<file path="config.mk">
export PLATFORM = sky130hd
export DESIGN_NAME = seq_or_and_tracker_flat
export DESIGN_NICKNAME = d
export VERILOG_FILES = /design/src/rtl/seq_or_and_tracker_if.sv /design/src/rtl/seq_or_and_tracker.sv /design/src/flat_wrapper.sv
export SDC_FILE = /design/constraint.sdc
export NUM_CORES = 1
export LEC_CHECK = 0
export ABC_AREA = 1
export BUFFER_PORTS_ARGS = -buffer_cell sky130_fd_sc_hd__buf_2
export CORE_ASPECT_RATIO = 1.2
export CORE_MARGIN = 4
export CORE_UTILIZATION = 40
export CTS_CLUSTER_SIZE = 25
export DETAILED_ROUTE_END_ITERATION = 10
export GPL_TIMING_DRIVEN = 0
export PLACE_DENSITY = 0.59
export SYNTH_ARGS = -nofsm -noshare
export SYNTH_HDL_FRONTEND = slang
export SYNTH_HIERARCHICAL = 1
export SYNTH_SLANG_ARGS = --single-unit
</file>
<file path="constraint.sdc">
create_clock -name clk -period 2.88 [get_ports clk]
set_input_delay 0.576 -clock clk [delete_from_list [all_inputs] [get_ports clk]]
set_output_delay 0.576 -clock clk [all_outputs]
set_load 0.02 [all_outputs]
</file>
<file path="src/rtl/seq_or_and_tracker_if.sv">
// ---------------------------------------------------------------------------
// seq_or_and_tracker_if
// Purpose : bundles the trigger/consequent inputs and the per-slot result
//           vectors of seq_or_and_tracker.
// Signals : a, b, c                 - trigger and the two sequence consequents
//           or_pass/or_fail         - per-slot OR property result pulses
//           and_pass/and_fail       - per-slot AND property result pulses
//           busy                    - per-slot occupied flags
//           drop                    - trigger arrived with every slot taken
// Modports: master drives a/b/c (stimulus side), slave is the tracker.
// ---------------------------------------------------------------------------
interface seq_or_and_tracker_if #(
    parameter int NTHREADS = 4
);
    logic                a;
    logic                b;
    logic                c;
    logic [NTHREADS-1:0] or_pass;
    logic [NTHREADS-1:0] or_fail;
    logic [NTHREADS-1:0] and_pass;
    logic [NTHREADS-1:0] and_fail;
    logic [NTHREADS-1:0] busy;
    logic                drop;

    modport master (
        output a, b, c,
        input  or_pass, or_fail, and_pass, and_fail, busy, drop
    );

    modport slave (
        input  a, b, c,
        output or_pass, or_fail, and_pass, and_fail, busy, drop
    );
endinterface

</file>
<file path="src/rtl/seq_or_and_tracker.sv">
// ---------------------------------------------------------------------------
// seq_or_and_tracker
// Purpose : evaluates, for every $rose(a), the two properties
//             OR : (a ##[B_MIN:B_MAX] b) or  (a ##[C_MIN:C_MAX] c)
//             AND: (a ##[B_MIN:B_MAX] b) and (a ##[C_MIN:C_MAX] c)
//           Each rise of a occupies one of NTHREADS slots until both
//           properties have resolved; results are 1-cycle pulses per slot.
// Ports   : clk      - clock, all logic on posedge
//           rst      - synchronous active-high reset
//           bus      - seq_or_and_tracker_if.slave (a/b/c in, results out)
//           or_pass_cnt, or_fail_cnt, and_pass_cnt, and_fail_cnt, drop_cnt
//                    - 16-bit saturating event counters, present only when
//                      SEQ_TRACKER_STATS_EN is defined
// Config  : SEQ_TRACKER_STATS_EN adds the statistics counters; pass/fail
//           behaviour is identical either way.
// ---------------------------------------------------------------------------

// One attempt slot. cnt_q holds the age of the attempt in the current cycle
// (trigger cycle = 0), so it is loaded with 1 when the slot is allocated.
module seq_tracker_slot #(
    parameter int B_MIN = 1,
    parameter int B_MAX = 5,
    parameter int C_MIN = 1,
    parameter int C_MAX = 2,
    parameter int CW    = 3
) (
    input  logic clk,
    input  logic rst,
    input  logic alloc_i,
    input  logic b_i,
    input  logic c_i,
    output logic free_o,
    output logic busy_o,
    output logic or_pass_o,
    output logic or_fail_o,
    output logic and_pass_o,
    output logic and_fail_o
);
    localparam int MAX_BC = (B_MAX > C_MAX) ? B_MAX : C_MAX;

    typedef enum logic {S_IDLE, S_ACTIVE} state_t;

    state_t        state_q;
    logic [CW-1:0] cnt_q;
    logic          b_hit_q, c_hit_q;
    logic          or_done_q, and_done_q;
    logic          freed_q;
    logic          or_pass_q, or_fail_q, and_pass_q, and_fail_q;

    int   age;
    logic active;
    logic b_eff, c_eff;
    logic or_pass_d, or_fail_d, and_pass_d, and_fail_d;

    always_comb begin
        age    = int'(cnt_q);
        active = (state_q == S_ACTIVE);
        // Sticky hit or a hit sampled this cycle inside its window.
        b_eff  = b_hit_q | (b_i & (age >= B_MIN) & (age <= B_MAX));
        c_eff  = c_hit_q | (c_i & (age >= C_MIN) & (age <= C_MAX));

        or_pass_d  = active & ~or_done_q & (b_eff | c_eff);
        // OR gives up only in the first cycle beyond both windows.
        or_fail_d  = active & ~or_done_q & ~(b_eff | c_eff) & (age > MAX_BC);

        and_pass_d = active & ~and_done_q & b_eff & c_eff;
        // AND fails as soon as the last sample of either window misses.
        and_fail_d = active & ~and_done_q & ~(b_eff & c_eff) &
                     (((age >= B_MAX) & ~b_eff) | ((age >= C_MAX) & ~c_eff));
    end

    always_ff @(posedge clk) begin
        if (rst) begin
            state_q    <= S_IDLE;
            cnt_q      <= '0;
            b_hit_q    <= 1'b0;
            c_hit_q    <= 1'b0;
            or_done_q  <= 1'b0;
            and_done_q <= 1'b0;
            freed_q    <= 1'b0;
            or_pass_q  <= 1'b0;
            or_fail_q  <= 1'b0;
            and_pass_q <= 1'b0;
            and_fail_q <= 1'b0;
        end else begin
            or_pass_q  <= or_pass_d;
            or_fail_q  <= or_fail_d;
            and_pass_q <= and_pass_d;
            and_fail_q <= and_fail_d;
            freed_q    <= 1'b0;
            case (state_q)
                S_IDLE: begin
                    if (alloc_i) begin
                        state_q    <= S_ACTIVE;
                        cnt_q      <= CW'(1);
                        b_hit_q    <= 1'b0;
                        c_hit_q    <= 1'b0;
                        or_done_q  <= 1'b0;
                        and_done_q <= 1'b0;
                    end
                end
                S_ACTIVE: begin
                    if (or_done_q && and_done_q) begin
                        // freed_q keeps the slot out of allocation for one
                        // more cycle after busy drops.
                        state_q <= S_IDLE;
                        freed_q <= 1'b1;
                    end else begin
                        cnt_q      <= (cnt_q == '1) ? cnt_q : cnt_q + 1'b1;
                        b_hit_q    <= b_eff;
                        c_hit_q    <= c_eff;
                        or_done_q  <= or_done_q  | or_pass_d  | or_fail_d;
                        and_done_q <= and_done_q | and_pass_d | and_fail_d;
                    end
                end
                default: state_q <= S_IDLE;
            endcase
        end
    end

    assign free_o     = (state_q == S_IDLE) & ~freed_q;
    assign busy_o     = (state_q == S_ACTIVE);
    assign or_pass_o  = or_pass_q;
    assign or_fail_o  = or_fail_q;
    assign and_pass_o = and_pass_q;
    assign and_fail_o = and_fail_q;
endmodule

module seq_or_and_tracker #(
    parameter int NTHREADS = 4,
    parameter int B_MIN    = 1,
    parameter int B_MAX    = 5,
    parameter int C_MIN    = 1,
    parameter int C_MAX    = 2,
    parameter int CW       = 3
) (
    input  logic                 clk,
    input  logic                 rst,
    seq_or_and_tracker_if.slave  bus
`ifdef SEQ_TRACKER_STATS_EN
    ,
    output logic [15:0]          or_pass_cnt,
    output logic [15:0]          or_fail_cnt,
    output logic [15:0]          and_pass_cnt,
    output logic [15:0]          and_fail_cnt,
    output logic [15:0]          drop_cnt
`endif
);
    logic                a_q;
    logic                drop_q;
    logic                rise;
    logic                found;
    logic [NTHREADS-1:0] free, alloc;
    logic [NTHREADS-1:0] busy, or_pass, or_fail, and_pass, and_fail;

    assign rise = bus.a & ~a_q;

    // Lowest-index free slot takes the new attempt.
    always_comb begin
        alloc = '0;
        found = 1'b0;
        for (int i = 0; i < NTHREADS; i++) begin
            if (rise && free[i] && !found) begin
                alloc[i] = 1'b1;
                found    = 1'b1;
            end
        end
    end

    always_ff @(posedge clk) begin
        if (rst) begin
            a_q    <= 1'b0;
            drop_q <= 1'b0;
        end else begin
            a_q    <= bus.a;
            drop_q <= rise & ~(|free);
        end
    end

    for (genvar g = 0; g < NTHREADS; g++) begin : g_slot
        seq_tracker_slot #(
            .B_MIN(B_MIN), .B_MAX(B_MAX), .C_MIN(C_MIN), .C_MAX(C_MAX), .CW(CW)
        ) u_slot (
            .clk       (clk),
            .rst       (rst),
            .alloc_i   (alloc[g]),
            .b_i       (bus.b),
            .c_i       (bus.c),
            .free_o    (free[g]),
            .busy_o    (busy[g]),
            .or_pass_o (or_pass[g]),
            .or_fail_o (or_fail[g]),
            .and_pass_o(and_pass[g]),
            .and_fail_o(and_fail[g])
        );
    end

    assign bus.busy     = busy;
    assign bus.or_pass  = or_pass;
    assign bus.or_fail  = or_fail;
    assign bus.and_pass = and_pass;
    assign bus.and_fail = and_fail;
    assign bus.drop     = drop_q;

`ifdef SEQ_TRACKER_STATS_EN
    function automatic logic [3:0] popcnt(input logic [NTHREADS-1:0] v);
        logic [3:0] n;
        n = '0;
        for (int i = 0; i < NTHREADS; i++) n = n + {3'b000, v[i]};
        return n;
    endfunction

    function automatic logic [15:0] sat_add(input logic [15:0] acc, input logic [3:0] inc);
        logic [16:0] s;
        s = {1'b0, acc} + {13'b0, inc};
        return s[16] ? 16'hFFFF : s[15:0];
    endfunction

    logic [15:0] or_pass_cnt_q, or_fail_cnt_q, and_pass_cnt_q, and_fail_cnt_q, drop_cnt_q;

    // Counters accumulate the pulses as they appear on the outputs.
    always_ff @(posedge clk) begin
        if (rst) begin
            or_pass_cnt_q  <= '0;
            or_fail_cnt_q  <= '0;
            and_pass_cnt_q <= '0;
            and_fail_cnt_q <= '0;
            drop_cnt_q     <= '0;
        end else begin
            or_pass_cnt_q  <= sat_add(or_pass_cnt_q,  popcnt(or_pass));
            or_fail_cnt_q  <= sat_add(or_fail_cnt_q,  popcnt(or_fail));
            and_pass_cnt_q <= sat_add(and_pass_cnt_q, popcnt(and_pass));
            and_fail_cnt_q <= sat_add(and_fail_cnt_q, popcnt(and_fail));
            drop_cnt_q     <= sat_add(drop_cnt_q,     {3'b000, drop_q});
        end
    end

    assign or_pass_cnt  = or_pass_cnt_q;
    assign or_fail_cnt  = or_fail_cnt_q;
    assign and_pass_cnt = and_pass_cnt_q;
    assign and_fail_cnt = and_fail_cnt_q;
    assign drop_cnt     = drop_cnt_q;
`endif
endmodule
</file>
<file path="src/flat_wrapper.sv">
// flat-port wrapper written by rule: the top's interface ports become plain ports
module seq_or_and_tracker_flat 
#(
    parameter int NTHREADS = 4,
    parameter int B_MIN    = 1,
    parameter int B_MAX    = 5,
    parameter int C_MIN    = 1,
    parameter int C_MAX    = 2,
    parameter int CW       = 3
)
  (clk, rst, bus_a, bus_b, bus_c, bus_or_pass, bus_or_fail, bus_and_pass, bus_and_fail, bus_busy, bus_drop);
  seq_or_and_tracker_if #(.NTHREADS(NTHREADS)) bus_i ();
  input  logic clk;
  input  logic rst;
  input wire logic [$bits(bus_i.a)-1:0] bus_a;
  input wire logic [$bits(bus_i.b)-1:0] bus_b;
  input wire logic [$bits(bus_i.c)-1:0] bus_c;
  output wire logic [$bits(bus_i.or_pass)-1:0] bus_or_pass;
  output wire logic [$bits(bus_i.or_fail)-1:0] bus_or_fail;
  output wire logic [$bits(bus_i.and_pass)-1:0] bus_and_pass;
  output wire logic [$bits(bus_i.and_fail)-1:0] bus_and_fail;
  output wire logic [$bits(bus_i.busy)-1:0] bus_busy;
  output wire logic [$bits(bus_i.drop)-1:0] bus_drop;
  assign bus_i.a = bus_a;
  assign bus_i.b = bus_b;
  assign bus_i.c = bus_c;
  assign bus_or_pass = bus_i.or_pass;
  assign bus_or_fail = bus_i.or_fail;
  assign bus_and_pass = bus_i.and_pass;
  assign bus_and_fail = bus_i.and_fail;
  assign bus_busy = bus_i.busy;
  assign bus_drop = bus_i.drop;
  seq_or_and_tracker #(.NTHREADS(NTHREADS), .B_MIN(B_MIN), .B_MAX(B_MAX), .C_MIN(C_MIN), .C_MAX(C_MAX), .CW(CW)) u_core (.clk(clk), .rst(rst), .bus(bus_i));
endmodule
</file>
# After elaboration in Yosys (flattened, before gate mapping)
# Index checks and enable logic that the tools add are counted.
[word_totals] input_bits=5 wordCells=327 reg_bits=54
[classes] n_lt_le_gt_ge=24 eq_ne=16 n_reduce_logical=27 n_bitwise=136 n_mux=74 add_sub_neg=4
[ops] cell="1-bit bitwise AND" n=70
[ops] cell="1-bit one-hot mux with 2 select lines" n=20
[ops] cell="1-bit 2-to-1 mux" n=38
[ops] cell="3-bit 2-to-1 mux" n=12
[ops] cell="1-bit NOT" n=34
[ops] cell="1-bit OR" n=32
[ops] cell="2-bit inequality test (second input constant)" n=12
[ops] cell="3-bit one-hot mux with 2 select lines" n=4
[ops] cell="3-bit by 1-bit adder with 3-bit output (second input constant)" n=4
[ops] cell="3-bit == test (second input constant)" n=4
[ops] cell="3-bit by 1-bit >= comparator with 1-bit output (second input constant)" n=4
[ops] cell="3-bit by 2-bit >= comparator with 1-bit output (second input constant)" n=4
[ops] cell="3-bit >= comparator (second input constant)" n=4
[ops] cell="3-bit > comparator (second input constant)" n=4
[ops] cell="3-bit by 2-bit less-or-equal comparator with 1-bit output (second input constant)" n=4
[ops] cell="3-bit less-or-equal comparator (second input constant)" n=4
[ops] cell="3-bit AND reduction" n=4
[ops] cell="1-bit logical AND" n=11
[ops] cell="2-bit AND reduction" n=4
[ops] cell="2-bit OR reduction" n=4
[ops] cell="4-bit OR reduction" n=1
[ops] cell="1-bit zero test" n=3

# Depth between registers and ports, before layout
[logic_depth] word_depth=15 mapped_depth=12 ltp_nobuf=12

# Modules after synthesis
# The synthesis kept the hierarchy.
[modules_own_cells] module="seq_tracker_slot at u_core.g_slot[0].u_slot ..." cells_each=86 seq_area_each_um2=260.2 area_each_um2=646.9 n_inst=3
[modules_own_cells] module="seq_tracker_slot at u_core.g_slot[3].u_slot" cells_each=93 seq_area_each_um2=260.2 area_each_um2=678.2 n_inst=1
[modules_own_cells] module="seq_or_and_tracker" cells_each=20 seq_area_each_um2=40.0 area_each_um2=112.6 n_inst=1

# Least setup slack after synthesis
# No wires, ideal clock.
[synth_timing] path_kind="register -> register" startpoint="register u_core.g_slot[0].u_slot.state_q" endpoint="register u_core.g_slot[3].u_slot.cnt_q[1]" stages_incl_launch_ff=10 slack_ps=1499 synth_period_minus_slack_ps=1381 required_ps=2764 t_arrival_ps=1265 path_cell_list="dfxtp_1 > nor2_1 > nor2_1 > nand2_2 > nor2_1 > nand2_1 > nand2_1 > o21ai_1 > o211ai_1 > inv_1"
[synth_between] elab_chain_len=15
[synth_rtl] element="from (decl)" line_no="seq_or_and_tracker.sv:43" rtl="state_t state_q;"
[synth_rtl] element="from (signal assigned)" line_no="seq_or_and_tracker.sv:74" rtl="state_q <= S_IDLE;"
[synth_rtl] element="from (signal assigned)" line_no="seq_or_and_tracker.sv:94" rtl="state_q <= S_ACTIVE;"
[synth_rtl] element="from (signal assigned)" line_no="seq_or_and_tracker.sv:106" rtl="state_q <= S_IDLE;"
[synth_rtl] element="1-bit NOT (*)"
[synth_rtl] element="1-bit bitwise AND (*)" line_no="seq_or_and_tracker.sv:121" rtl="assign free_o = (state_q == S_IDLE) & ~freed_q;"
[synth_rtl] element="via u_core.free[0]" line_no="seq_or_and_tracker.sv:153" rtl="logic [NTHREADS-1:0] free, alloc;"
[synth_rtl] element="1-bit logical AND (*)" line_no="seq_or_and_tracker.sv:163" rtl="if (rise && free[i] && !found) begin"
[synth_rtl] element="1-bit 2-to-1 mux (*)" line_no="seq_or_and_tracker.sv:163"
[synth_rtl] element="1-bit zero test" line_no="seq_or_and_tracker.sv:163"
[synth_rtl] element="1-bit logical AND" line_no="seq_or_and_tracker.sv:163"
[synth_rtl] element="1-bit 2-to-1 mux (*)" line_no="seq_or_and_tracker.sv:163"
[synth_rtl] element="1-bit zero test" line_no="seq_or_and_tracker.sv:163"
[synth_rtl] element="1-bit logical AND" line_no="seq_or_and_tracker.sv:163"
[synth_rtl] element="1-bit 2-to-1 mux (*)" line_no="seq_or_and_tracker.sv:163"
[synth_rtl] element="1-bit zero test (*)" line_no="seq_or_and_tracker.sv:163"
[synth_rtl] element="1-bit logical AND (*)" line_no="seq_or_and_tracker.sv:163"
[synth_rtl] element="1-bit 2-to-1 mux (*)" line_no="seq_or_and_tracker.sv:163"
[synth_rtl] element="via u_core.alloc[3]" line_no="seq_or_and_tracker.sv:153"
[synth_rtl] element="2-bit inequality test (no line) (*)"
[synth_rtl] element="3-bit AND reduction (no line) (*)"
[synth_rtl] element="to (signal assigned)" line_no="seq_or_and_tracker.sv:109" rtl="cnt_q <= (cnt_q == '1) ? cnt_q : cnt_q + 1'b1;"
[synth_rtl] element="to (decl)" line_no="seq_or_and_tracker.sv:44" rtl="logic [CW-1:0] cnt_q;"
# Mark *: on every way through the listed nets, which the timed path passes. The rest lies on a longest branch.
# A chain may end at the register's enable or synchronous reset.

# Worst setup path after layout
[layout_timing] startpoint="register u_core.g_slot[3].u_slot.cnt_q[1]" endpoint="register u_core.g_slot[3].u_slot.or_done_q"
[layout_between] elab_chain_len=11
[layout_rtl] element="3-bit by 1-bit >= comparator with 1-bit output" line_no="seq_or_and_tracker.sv:59, seq_or_and_tracker.sv:60"
[layout_rtl] element="1-bit bitwise AND (on tied branches) (2 in a row)" line_no="seq_or_and_tracker.sv:59, seq_or_and_tracker.sv:60"
[layout_rtl] element="1-bit OR (on tied branches)" line_no="seq_or_and_tracker.sv:59, seq_or_and_tracker.sv:60"
[layout_rtl] element="1-bit OR" line_no="seq_or_and_tracker.sv:62, seq_or_and_tracker.sv:64"
[layout_rtl] element="1-bit NOT" line_no="seq_or_and_tracker.sv:64" rtl="or_fail_d = active & ~or_done_q & ~(b_eff | c_eff) & (age > MAX_BC);"
[layout_rtl] element="1-bit bitwise AND (2 in a row)" line_no="seq_or_and_tracker.sv:64"
[layout_rtl] element="1-bit OR (*)" line_no="seq_or_and_tracker.sv:112" rtl="or_done_q <= or_done_q | or_pass_d | or_fail_d;"
[layout_rtl] element="1-bit 2-to-1 mux (*)" line_no="seq_or_and_tracker.sv:103" rtl="if (or_done_q && and_done_q) begin"
[layout_rtl] element="1-bit one-hot mux with 2 select lines (*)" line_no="seq_or_and_tracker.sv:91" rtl="case (state_q)"
[layout_rtl] element="to (signal assigned)" line_no="seq_or_and_tracker.sv:112"
[layout_rtl] element="to (decl)" line_no="seq_or_and_tracker.sv:46" rtl="logic or_done_q, and_done_q;"
# Every way passes the cells marked *; elsewhere a longest branch is shown, timed or not. The select of a mux whose other input is x is not followed.

==> metrics.md <==
| Metric | Value |
|---|---|
| Reg2reg path depth | `12` |
| Clock skew | `0.00445 ns` |
| Vias/cell | `4.73` |
| Setup slack after layout | `1.34 ns` |
| Core Box Area | `6530 um^2` |
| CTS tree | `built` |
| Port buffer count | `25` |
| Share of cells above drive strength 1 | `24.8%` |
| DR vias | `2315` |
| Final Instance Area | `3050 um^2` |
| Tcrit/Tclk final | `53.3%` |
| CP Max Fanout | `5` |
| Status | `finished clean` |
| Largest net degree at the start of global routing | `25` |
| Critical path origin | `u_core/g_slot[3].u_slot/cnt_q[1]` |
| Crit path launch type | `flop` |
| Vias in the first global route | `2226` |
| Slew Limit Fails | `0` |
| CTS root buf | `clkbuf_8` |
| Die ar. | `8220 um^2` |
| Yosys reg bits | `54` |
| Latest clock arrival within the worst-skew pair | `0.30 ns` |
| GRT overflow | `0` |
| Worst-path clk slew | `0.09 ns` |
| Cell taking the most area after synthesis | `dfxtp_1` |
| I/O Pins | `26` |
| Cell repeated most along the worst path | `nand2_2` |
| Arrival time at the worst endpoint | `1.75 ns` |
| Drt wl/cell | `10.9 um` |
| Syn Inst Count | `371` |
| Number of H-tree levels | `2` |
| Routed Antenna Nets | `0` |
| Die Y | `98.5 um` |
| Antenna violations before repair | `0` |
| Fin crit period | `1.54 ns` |
| Post-synth cell types | `25` |
| Hpwl dp | `4030 um` |
| Core Rows | `32` |
| Register area share after synthesis | `39.6%` |
| FF-to-FF Start | `u_core/g_slot[3].u_slot/cnt_q[1]` |
| WL final | `5310 um` |
| Worst vdd ir | `0.239 mV` |
| Reg-to-reg endpoint | `u_core/g_slot[3].u_slot/or_done_q` |
| CP top delay family | `simple AND/OR/NAND/NOR gates` |
| Post-CTS Setup Bufs | `0` |
| Asr flop ratio synth | `0%` |
| CTS buffer count | `5` |
| Fmax achieved | `651 MHz` |
| Final Setup Violations | `0` |
| Setup crit end | `u_core/g_slot[3].u_slot/or_done_q` |
| DRT Pass-1 Iters | `4` |
| Area grow syn2layout | `11.8%` |
| GPL Wtd Cong | `0.755` |
| CP max stage delay | `0.46 ns` |
| Slew at the pin closest to its max-slew limit | `0.530 ns` |
| MaxCap Viol Count | `0` |
| Util after Layout | `46.8%` |
| Crit end category | `flop` |
| Number of remaining DRC errors | `0` |
| Total power | `1.45 mW` |
| # resized after CTS | `0` |
| Pwr per Cell Area | `474 nW/um^2` |
| Setup TNS | `0 ns` |
| EDFF count, synth | `0` |
| Die X-Extent | `83.4 um` |
| Initial DRC Count | `69` |
| Top FF cell, synth | `dfxtp_1` |
| Sink Count | `54` |
| Worst Path Required | `3.09 ns` |
| Synth Area per Inst | `7.36 um^2` |
| Crit Path Class | `flop to flop` |
| Slew margin rel. | `64.7%` |
| Post-Syn Area | `2730 um^2` |
| R2r setup slk | `1.34 ns` |
| Final hold vios | `0` |
| Area contributors post-synth | `dfxtp_1 (40%), nand2_1 (7.8%), inv_1 (7.6%)` |
| Tot GR Track Use | `13.7%` |
| First-pass GRT wire length | `9430 um` |
| Worst path slowest cell | `dfxtp_1` |
| Leak | `1.54 nW` |
| # diodes | `0` |
| Min-delay worst type | `flop to flop` |
| Maximum root-to-sink buffer count | `2` |
| Mapped Nets | `392` |
| RSZ-0062 raised after global routing | `false` |
| Worst path buffer plus inverter count | `3` |
| Placed Area | `2960 um^2` |
| Yosys Warn Count | `6` |
| Yosys top cell area share | `39.6%` |
| Critical-path cell list | `inv_2 > ha_1 > nor2_1 > nand2_2 > nand2_2 > nand2_4 > inv_4 > nand2_2 > nand2_2 > nand3_1 > nand2_1 > inv_1` |
| Hold buffers post-CTS | `0` |
| Initial core utilization | `41.9%` |
| Final nets | `424` |
| Levels on crit path | `12` |
| Dpl ws | `1.03 ns` |
==> cells in the mapped netlist (4+ instances only) <==
| master | number |
|---|---|
| a21oi_1 | 7 |
| a21oi_2 | 4 |
| a31oi_1 | 4 |
| dfxtp_1 | 54 |
| ha_1 | 16 |
| inv_1 | 55 |
| inv_2 | 20 |
| nand2_1 | 57 |
| nand2_2 | 29 |
| nand3_1 | 16 |
| nand3_2 | 11 |
| nand4_1 | 4 |
| nor2_1 | 49 |
| nor3_1 | 8 |
| o211ai_1 | 11 |
| o21ai_0 | 8 |
| o22ai_1 | 6 |
| or2_1 | 4 |
==> worst min path at each step <==
| stage | startpoint | to | cells after the start |
|---|---|---|---|
| finish | u_core/g_slot[3].u_slot/b_hit_q | u_core/g_slot[3].u_slot/b_hit_q | 2 |
| floorplan | u_core/g_slot[3].u_slot/c_hit_q | u_core/g_slot[3].u_slot/c_hit_q | 2 |
| CTS | u_core/g_slot[3].u_slot/b_hit_q | u_core/g_slot[3].u_slot/b_hit_q | 2 |
| global placement | u_core/g_slot[3].u_slot/c_hit_q | u_core/g_slot[3].u_slot/c_hit_q | 2 |
| detailed placement | u_core/g_slot[3].u_slot/b_hit_q | u_core/g_slot[3].u_slot/b_hit_q | 2 |
| global route | u_core/g_slot[3].u_slot/c_hit_q | u_core/g_slot[3].u_slot/c_hit_q | 2 |
==> stage by stage <==
| step | hold WS [ns] | instances |
|---|---|---|
| final | 0.475 | 489 |
| after global routing | 0.499 | 489 |
| after CTS | 0.477 | 489 |
| after detailed placement | 0.458 | 481 |
| after global placement | 0.456 | 481 |
| after floorplan | 0.443 | 371 |
==> power breakdown <==
part / switching, mW / internal, mW / leakage, nW
clock: 0.238 / 0.195 / 0.0482
sequential: 0.0224 / 0.768 / 0.437
combinational: 0.148 / 0.0749 / 1.05
total: 0.409 / 1.04 / 1.54
==> per-layer routing <==
layer  GRT usage, %  wire length [um]
met5              0                 0
met4           4.83                77
met3           2.76               168
met2           24.1              2560
met1           16.5              2500
==> final cells by class <==
class | instances | area, um^2
repair buffers | 25 | 125
inverters | 76 | 288
plain buffers | 1 | 3.75
multi-input cells | 240 | 1360
well taps | 85 | 106
fillers | 709 | 3470
clock inverters | 1 | 5.00
clock buffers | 7 | 86.3
flip-flops and latches | 54 | 1080
==> sequential cells by signal, summed over array words and instances, names as in the netlist <==
signal / flops
u_core/g_slot.u_slot/and_fail_o: 4
u_core/g_slot.u_slot/or_pass_o: 4
u_core/g_slot.u_slot/c_hit_q: 4
u_core/a_q: 1
u_core/g_slot.u_slot/busy_o: 4
u_core/g_slot.u_slot/and_pass_o: 4
u_core/g_slot.u_slot/b_hit_q: 4
u_core/g_slot.u_slot/cnt_q: 12
u_core/g_slot.u_slot/freed_q: 4
u_core/g_slot.u_slot/and_done_q: 4
u_core/g_slot.u_slot/or_done_q: 4
u_core/bus.drop: 1
u_core/g_slot.u_slot/or_fail_o: 4
==> placed cells by master (no fill, tap or decap), types with 2 or more instances in the layout <==
master | Yosys | routed
a31oi_1 | 4 | 4
clkbuf_1 | 1 | 2
dfxtp_1 | 54 | 54
nand2_1 | 57 | 57
clkbuf_8 | 0 | 6
inv_1 | 55 | 55
ha_1 | 16 | 16
a21oi_1 | 7 | 7
buf_2 | 0 | 25
nand4_1 | 4 | 4
o22ai_1 | 6 | 6
nand3_1 | 16 | 16
a21oi_2 | 4 | 4
o211ai_1 | 11 | 11
inv_2 | 20 | 20
nand3_2 | 11 | 11
nand2_2 | 29 | 29
nor2_2 | 2 | 2
nor2_1 | 49 | 49
nor3_1 | 8 | 8
or2_1 | 4 | 4
o21ai_0 | 8 | 8
==> worst register-to-register path: cells and delay by family (launching register included) <==
| kind | cells | cell delay, ns |
|---|---|---|
| AND/OR/NAND/NOR | 8 | 0.60 |
| flip-flops | 1 | 0.46 |
| adder cells (fa/ha/maj) | 1 | 0.21 |
| buffers and inverters | 3 | 0.17 |
==> logic make-up (layout without fill, tap and decap cells) <==
logic type / count (synthesis) / after routing / share of synthesized area (%)
adder cells (fa/ha/maj): 16 / 16 / 7.33
buffers and inverters: 77 / 110 / 10.7
AND/OR/NAND/NOR: 181 / 181 / 32.3
AO/OA/AOI/OAI: 43 / 43 / 10.1
flip-flops: 54 / 54 / 39.6
(Power assumes the default switching activity.)
